### src/rtl/fifo_param_if.sv
// Producer/consumer side of the parametrised FIFO: push/pop handshake,
// data in both directions, flush and all status outputs.
interface fifo_param_if #(
    parameter int DATA_WIDTH = 8,
    parameter int DEPTH      = 16
);
    localparam int CW = $clog2(DEPTH + 1);

    logic                  flush;
    logic [DATA_WIDTH-1:0] data_in;
    logic                  push;
    logic                  pop;
    logic [DATA_WIDTH-1:0] data_out;
    logic                  empty;
    logic                  full;
    logic                  almost_empty;
    logic                  almost_full;
    logic [CW-1:0]         count;
    logic                  overflow;
    logic                  underflow;

    modport master (
        output flush, data_in, push, pop,
        input  data_out, empty, full, almost_empty, almost_full,
               count, overflow, underflow
    );

    modport slave (
        input  flush, data_in, push, pop,
        output data_out, empty, full, almost_empty, almost_full,
               count, overflow, underflow
    );
endinterface

### src/rtl/fifo_param.sv
// Single-clock FIFO of arbitrary depth with first-word-fall-through read,
// count-based full/empty, threshold flags, sticky errors and sync flush.
module fifo_param #(
    parameter int DATA_WIDTH = 8,
    parameter int DEPTH      = 16,
    parameter int AFULL_LVL  = 12,
    parameter int AEMPTY_LVL = 2
) (
    input  logic        clock,
    input  logic        reset,
    fifo_param_if.slave bus
);
    localparam int CW = $clog2(DEPTH + 1);
    localparam int AW = $clog2(DEPTH);

    logic [DATA_WIDTH-1:0] mem [DEPTH];
    logic [AW-1:0]         wr_ptr;
    logic [AW-1:0]         rd_ptr;
    logic [AW-1:0]         rd_next;
    logic [CW-1:0]         count_q;
    logic [CW-1:0]         count_next;
    logic                  overflow_q;
    logic                  underflow_q;
    logic [DATA_WIDTH-1:0] data_q;
    logic                  empty_w;
    logic                  full_w;
    logic                  push_ok;
    logic                  pop_ok;

    function automatic logic [AW-1:0] ptr_inc(input logic [AW-1:0] p);
        return (p == AW'(DEPTH - 1)) ? '0 : p + AW'(1);
    endfunction

    assign empty_w = (count_q == '0);
    assign full_w  = (count_q == CW'(DEPTH));
    assign pop_ok  = bus.pop & ~empty_w;
    assign push_ok = bus.push & (~full_w | bus.pop);

    always_comb begin
        rd_next    = pop_ok ? ptr_inc(rd_ptr) : rd_ptr;
        count_next = count_q;
        if (push_ok && !pop_ok)
            count_next = count_q + CW'(1);
        else if (!push_ok && pop_ok)
            count_next = count_q - CW'(1);
    end

    always_ff @(posedge clock) begin
        if (push_ok && !bus.flush)
            mem[wr_ptr] <= bus.data_in;
    end

    always_ff @(posedge clock or negedge reset) begin
        if (!reset) begin
            wr_ptr      <= '0;
            rd_ptr      <= '0;
            count_q     <= '0;
            overflow_q  <= 1'b0;
            underflow_q <= 1'b0;
            data_q      <= '0;
        end else if (bus.flush) begin
            wr_ptr      <= '0;
            rd_ptr      <= '0;
            count_q     <= '0;
            overflow_q  <= 1'b0;
            underflow_q <= 1'b0;
        end else begin
            if (push_ok)
                wr_ptr <= ptr_inc(wr_ptr);
            rd_ptr  <= rd_next;
            count_q <= count_next;
            if (bus.push && !push_ok)
                overflow_q <= 1'b1;
            if (bus.pop && !pop_ok)
                underflow_q <= 1'b1;
            // Next head comes from the incoming word when it lands in the head slot.
            if (count_next != '0)
                data_q <= (push_ok && (wr_ptr == rd_next)) ? bus.data_in : mem[rd_next];
        end
    end

    assign bus.data_out     = data_q;
    assign bus.count        = count_q;
    assign bus.empty        = empty_w;
    assign bus.full         = full_w;
    assign bus.almost_empty = (count_q <= CW'(AEMPTY_LVL));
    assign bus.almost_full  = (count_q >= CW'(AFULL_LVL));
    assign bus.overflow     = overflow_q;
    assign bus.underflow    = underflow_q;
endmodule

### src/flat_wrapper.sv
// flat-port wrapper written by rule: the top's interface ports become plain ports
module fifo_param_flat 
#(
    parameter int DATA_WIDTH = 8,
    parameter int DEPTH      = 16,
    parameter int AFULL_LVL  = 12,
    parameter int AEMPTY_LVL = 2
)
  (clock, reset, bus_flush, bus_data_in, bus_push, bus_pop, bus_data_out, bus_empty, bus_full, bus_almost_empty, bus_almost_full, bus_count, bus_overflow, bus_underflow);
  fifo_param_if #(.DATA_WIDTH(DATA_WIDTH), .DEPTH(DEPTH)) bus_i ();
  input  logic clock;
  input  logic reset;
  input wire logic [$bits(bus_i.flush)-1:0] bus_flush;
  input wire logic [$bits(bus_i.data_in)-1:0] bus_data_in;
  input wire logic [$bits(bus_i.push)-1:0] bus_push;
  input wire logic [$bits(bus_i.pop)-1:0] bus_pop;
  output wire logic [$bits(bus_i.data_out)-1:0] bus_data_out;
  output wire logic [$bits(bus_i.empty)-1:0] bus_empty;
  output wire logic [$bits(bus_i.full)-1:0] bus_full;
  output wire logic [$bits(bus_i.almost_empty)-1:0] bus_almost_empty;
  output wire logic [$bits(bus_i.almost_full)-1:0] bus_almost_full;
  output wire logic [$bits(bus_i.count)-1:0] bus_count;
  output wire logic [$bits(bus_i.overflow)-1:0] bus_overflow;
  output wire logic [$bits(bus_i.underflow)-1:0] bus_underflow;
  assign bus_i.flush = bus_flush;
  assign bus_i.data_in = bus_data_in;
  assign bus_i.push = bus_push;
  assign bus_i.pop = bus_pop;
  assign bus_data_out = bus_i.data_out;
  assign bus_empty = bus_i.empty;
  assign bus_full = bus_i.full;
  assign bus_almost_empty = bus_i.almost_empty;
  assign bus_almost_full = bus_i.almost_full;
  assign bus_count = bus_i.count;
  assign bus_overflow = bus_i.overflow;
  assign bus_underflow = bus_i.underflow;
  fifo_param #(.DATA_WIDTH(DATA_WIDTH), .DEPTH(DEPTH), .AFULL_LVL(AFULL_LVL), .AEMPTY_LVL(AEMPTY_LVL)) u_core (.clock(clock), .reset(reset), .bus(bus_i));
endmodule
### config.mk
export PLATFORM = sky130hd
export DESIGN_NAME = fifo_param_flat
export DESIGN_NICKNAME = d
export VERILOG_FILES = /design/src/rtl/fifo_param_if.sv /design/src/rtl/fifo_param.sv /design/src/flat_wrapper.sv
export SDC_FILE = /design/constraint.sdc
export NUM_CORES = 1
export LEC_CHECK = 0
export CORE_UTILIZATION = 34
export DETAILED_ROUTE_END_ITERATION = 6
export GPL_TIMING_DRIVEN = 0
export PLACE_DENSITY = 0.59
export SYNTH_ARGS = -nofsm -noshare
export SYNTH_HDL_FRONTEND = slang
export SYNTH_SLANG_ARGS = --single-unit
### constraint.sdc
create_clock -name clock -period 2.6 [get_ports clock]
set_input_delay 0.52 -clock clock [delete_from_list [all_inputs] [get_ports clock]]
set_output_delay 0.52 -clock clock [all_outputs]
set_load 0.02 [all_outputs]
==> flow_summary.toml <==
[synthesis]
synth-edff-count = 128
synth_area_mm2 = 0.00658
ys_dominant_reg_cell = "edfxtp_1"
synth-seq-cells = 151
synth.distinct_cells = 62
ys.warnings.count = 0
syn_nets = 458
postSynthCellCount = 437
yosysSeqAreaShare_pct = 67.1
async_reset_ff_share_pct = 15.2
synth.avg_cell_area_um2 = 15.1

[cells_and_area]
diodes = 0
syn2layout_area_growth_pct = 26.2
fin_util_pct = 44.1
fill_cells = 1666
final_common_cell = "edfxtp_1"
layout_common_cells = "edfxtp_1, nand2_1, clkdlybuf4s50_1, buf_4, dfrtp_1"
layout.cells.non_filler = 785
final_layout_size_suffix_gt1_share_pct = 26.7
finalNetCount = 533

[clock_network]
clockBufferDepth = 2
path_clk_slew_ns = 0.07
clock_sinks = 151
tritoncts = "done"
clock_latency_ns = 0.43
postCtsHoldBufs = 0
numCtsBuffers = 17
clockRootBuffer = "clkbuf_16"
htreeDepth = 4

[routing]
drt_first_pass_iters = 4
wl_per_cell_um = 20.7
drt_iter0_markers = 361
viasPerCell = 5.34
vias = 4192
drc = 0
wirelength_mm = 16.3
detail-route-antenna-nets = 0

[global_routing]
grt_max_degree = 24
grt_pass1_vias = 4178
busiest_layer = "met2"
antenna_found_initial = 0
gr-total-overflow = 0
grt_usage_pct = 17.2
grt_pass1_wl_mm = 24.6
grtUsageMet2_pct = 27.5
use_met1_pct = 23.3
grtUsageMet3_pct = 2.96

[critical_path]
cp-end-kind = "flip-flop"
slowest_delay_ns = 0.47
cp.required_ns = 2.91
path_max_fanout = 8
reg2reg_from = "u_core.bus.count[0]"
worst-path-buf-inv = 5
path_class = "reg2reg"
critPathLaunchType = "flip-flop"
crit_slowest_cell = "mux4_2"
path_cells = "inv_4 -> ha_4 -> or4b_4 -> buf_8 -> clkinv_8 -> nor2_4 -> o21a_4 -> buf_12 -> buf_6 -> mux4_2 -> a22oi_2 -> nand4_1 -> o2bb2ai_2"
rr_worst_depth = 13
arrival_ns = 3.31
cp_top_family = "simple AND/OR/NAND/NOR gates"
r2r-end = "u_core.bus.data_out[1]"
rrSetupSlack_ns = -0.39

[timing]
slew_viol_final = 0
period_needed_ns = 2.99
hold_viol = 0
fmax_ghz = 0.334
skew_ns = 0.00739
worst_pin_slew_ns = 1.20
setup_ws_ns = -0.391
finalCritPeriodShare_pct = 115
slew_headroom_pct = 19.7
rsz0062_at_grt = "true"
finalSetupTns_ns = -2.96
finalSetupViolCount = 9

[power_and_ir_drop]
power_density_mw_per_mm2 = 1080
vdd_drop_max_v = 0.000581
p_leak_nw = 2.97

[worst_hold_path]
hold_depth = 2
hp-start = "u_core.bus.underflow"
min_path_type = "reg2reg"
min_to = "u_core.bus.underflow"

[run_status]
violations = "setup timing"
run_status = "finished, violations left"

[job]
drv_cap = 0

[floorplanning]
die_h_um = 141
io_pins = 32
die-area_mm2 = 0.0199
row_count = 50
start_util_pct = 35.0
die_w_um = 141
coreArea_mm2 = 0.0188

[place]
gp_congestion = 0.815
dp_slack_ns = -0.967
dp_hpwl_mm = 10.1
portBuffers = 30
placed_cells = 727
-- worst register-to-register path: stages, from the launching register on --
cell and delay, ns:
dfrtp_2 0.42, inv_4 0.07, ha_4 0.13, or4b_4 0.46
buf_8 0.16, clkinv_8 0.05, nor2_4 0.04, o21a_4 0.23
buf_12 0.15, buf_6 0.12, mux4_2 0.47, a22oi_2 0.28
nand4_1 0.15, o2bb2ai_2 0.14
-- worst max path at each step --
stage | cells after the start | endpoint | slack [ns] | start
4_1_cts | 12 | u_core.bus.data_out[1] | -0.47 | u_core.bus.count[1]
5_1_grt | 12 | u_core.bus.data_out[1] | -0.50 | u_core.bus.count[1]
6_report | 13 | u_core.bus.data_out[1] | -0.39 | u_core.bus.count[0]
3_3_place_gp | 9 | u_core.bus.data_out[6] | -0.98 | bus_pop
3_5_place_dp | 9 | u_core.bus.data_out[6] | -0.97 | bus_pop
2_1_floorplan | 13 | u_core.bus.data_out[6] | -0.19 | u_core.bus.count[0]
-- where the power goes --
group          total, mW  switching (mW)  leakage (nW)  internal (mW)
Combinational       3.58            1.85          1.24           1.73
Clock               2.52            1.01         0.279           1.51
Sequential          2.87           0.103          1.45           2.77
-- cell type report --
| cell class | instances | area [um^2] | area share [%] |
|---|---|---|---|
| Multi-Input combinational cell | 243 | 2120 | 25.5 |
| Timing Repair Buffer | 56 | 539 | 6.49 |
| Buffer | 25 | 216 | 2.61 |
| Clock buffer | 17 | 425 | 5.12 |
| Sequential cell | 151 | 4420 | 53.2 |
| Clock inverter | 15 | 175 | 2.11 |
| Inverter | 18 | 82.6 | 0.994 |
| Tap cell | 260 | 325 | 3.92 |
-- cells by family (layout without fill, tap and decap cells) --
group	Yosys count	in the layout	share of synthesized area [%]
XOR/XNOR	10	10	1.54
flip-flops	151	151	67.1
AND/OR/NAND/NOR	100	100	7.38
buffers and inverters	43	131	3.52
AO/OA/AOI/OAI	100	100	11.6
multiplexers	25	25	7.30
adder cells (fa/ha/maj)	8	8	1.52
-- metrics by stage --
stage | total power, mW | area, um^2 | hold slack [ns]
floorplan | 4.88 | 6630 | 0.224
global placement | 5.78 | 7250 | 0.479
detailed placement | 5.81 | 7250 | 0.492
CTS | 8.73 | 8080 | 0.494
global route | 9.35 | 8310 | 0.519
finish | 8.97 | 8310 | 0.505
-- synth_stat cells, types with 9 or more instances --
cell | count | area [um^2]
a21oi_1 | 15 | 75.1
a22oi_1 | 18 | 135
clkbuf_1 | 10 | 37.5
dfrtp_1 | 23 | 576
edfxtp_1 | 128 | 3840
inv_1 | 17 | 63.8
mux2i_1 | 9 | 90.1
nand2_1 | 34 | 128
nand4_1 | 10 | 62.6
nor2_1 | 28 | 105
o21a_1 | 9 | 67.6
-- routing by layer --
layer	share of wire (%)	up-vias
met5	0	-
met4	2.2	0
met3	6.4	18
met2	48	167
met1	43	2145
li1	-	1862
-- registers in the layout (all words and copies together), names as in the netlist --
| signal | flops |
|---|---|
| u_core.mem | 128 |
| u_core.bus.data_out | 8 |
| u_core.bus.count | 5 |
| u_core.rd_ptr | 4 |
| u_core.wr_ptr | 4 |
| u_core.bus.overflow | 1 |
| u_core.bus.underflow | 1 |
-- timing repair --
item,in CTS,in global routing
buffers inserted,15,9
setup endpoints to repair,123,131
gates cloned,1,1
pin swaps,12,12
resized for setup,32,40
(Power assumes the default switching activity.)
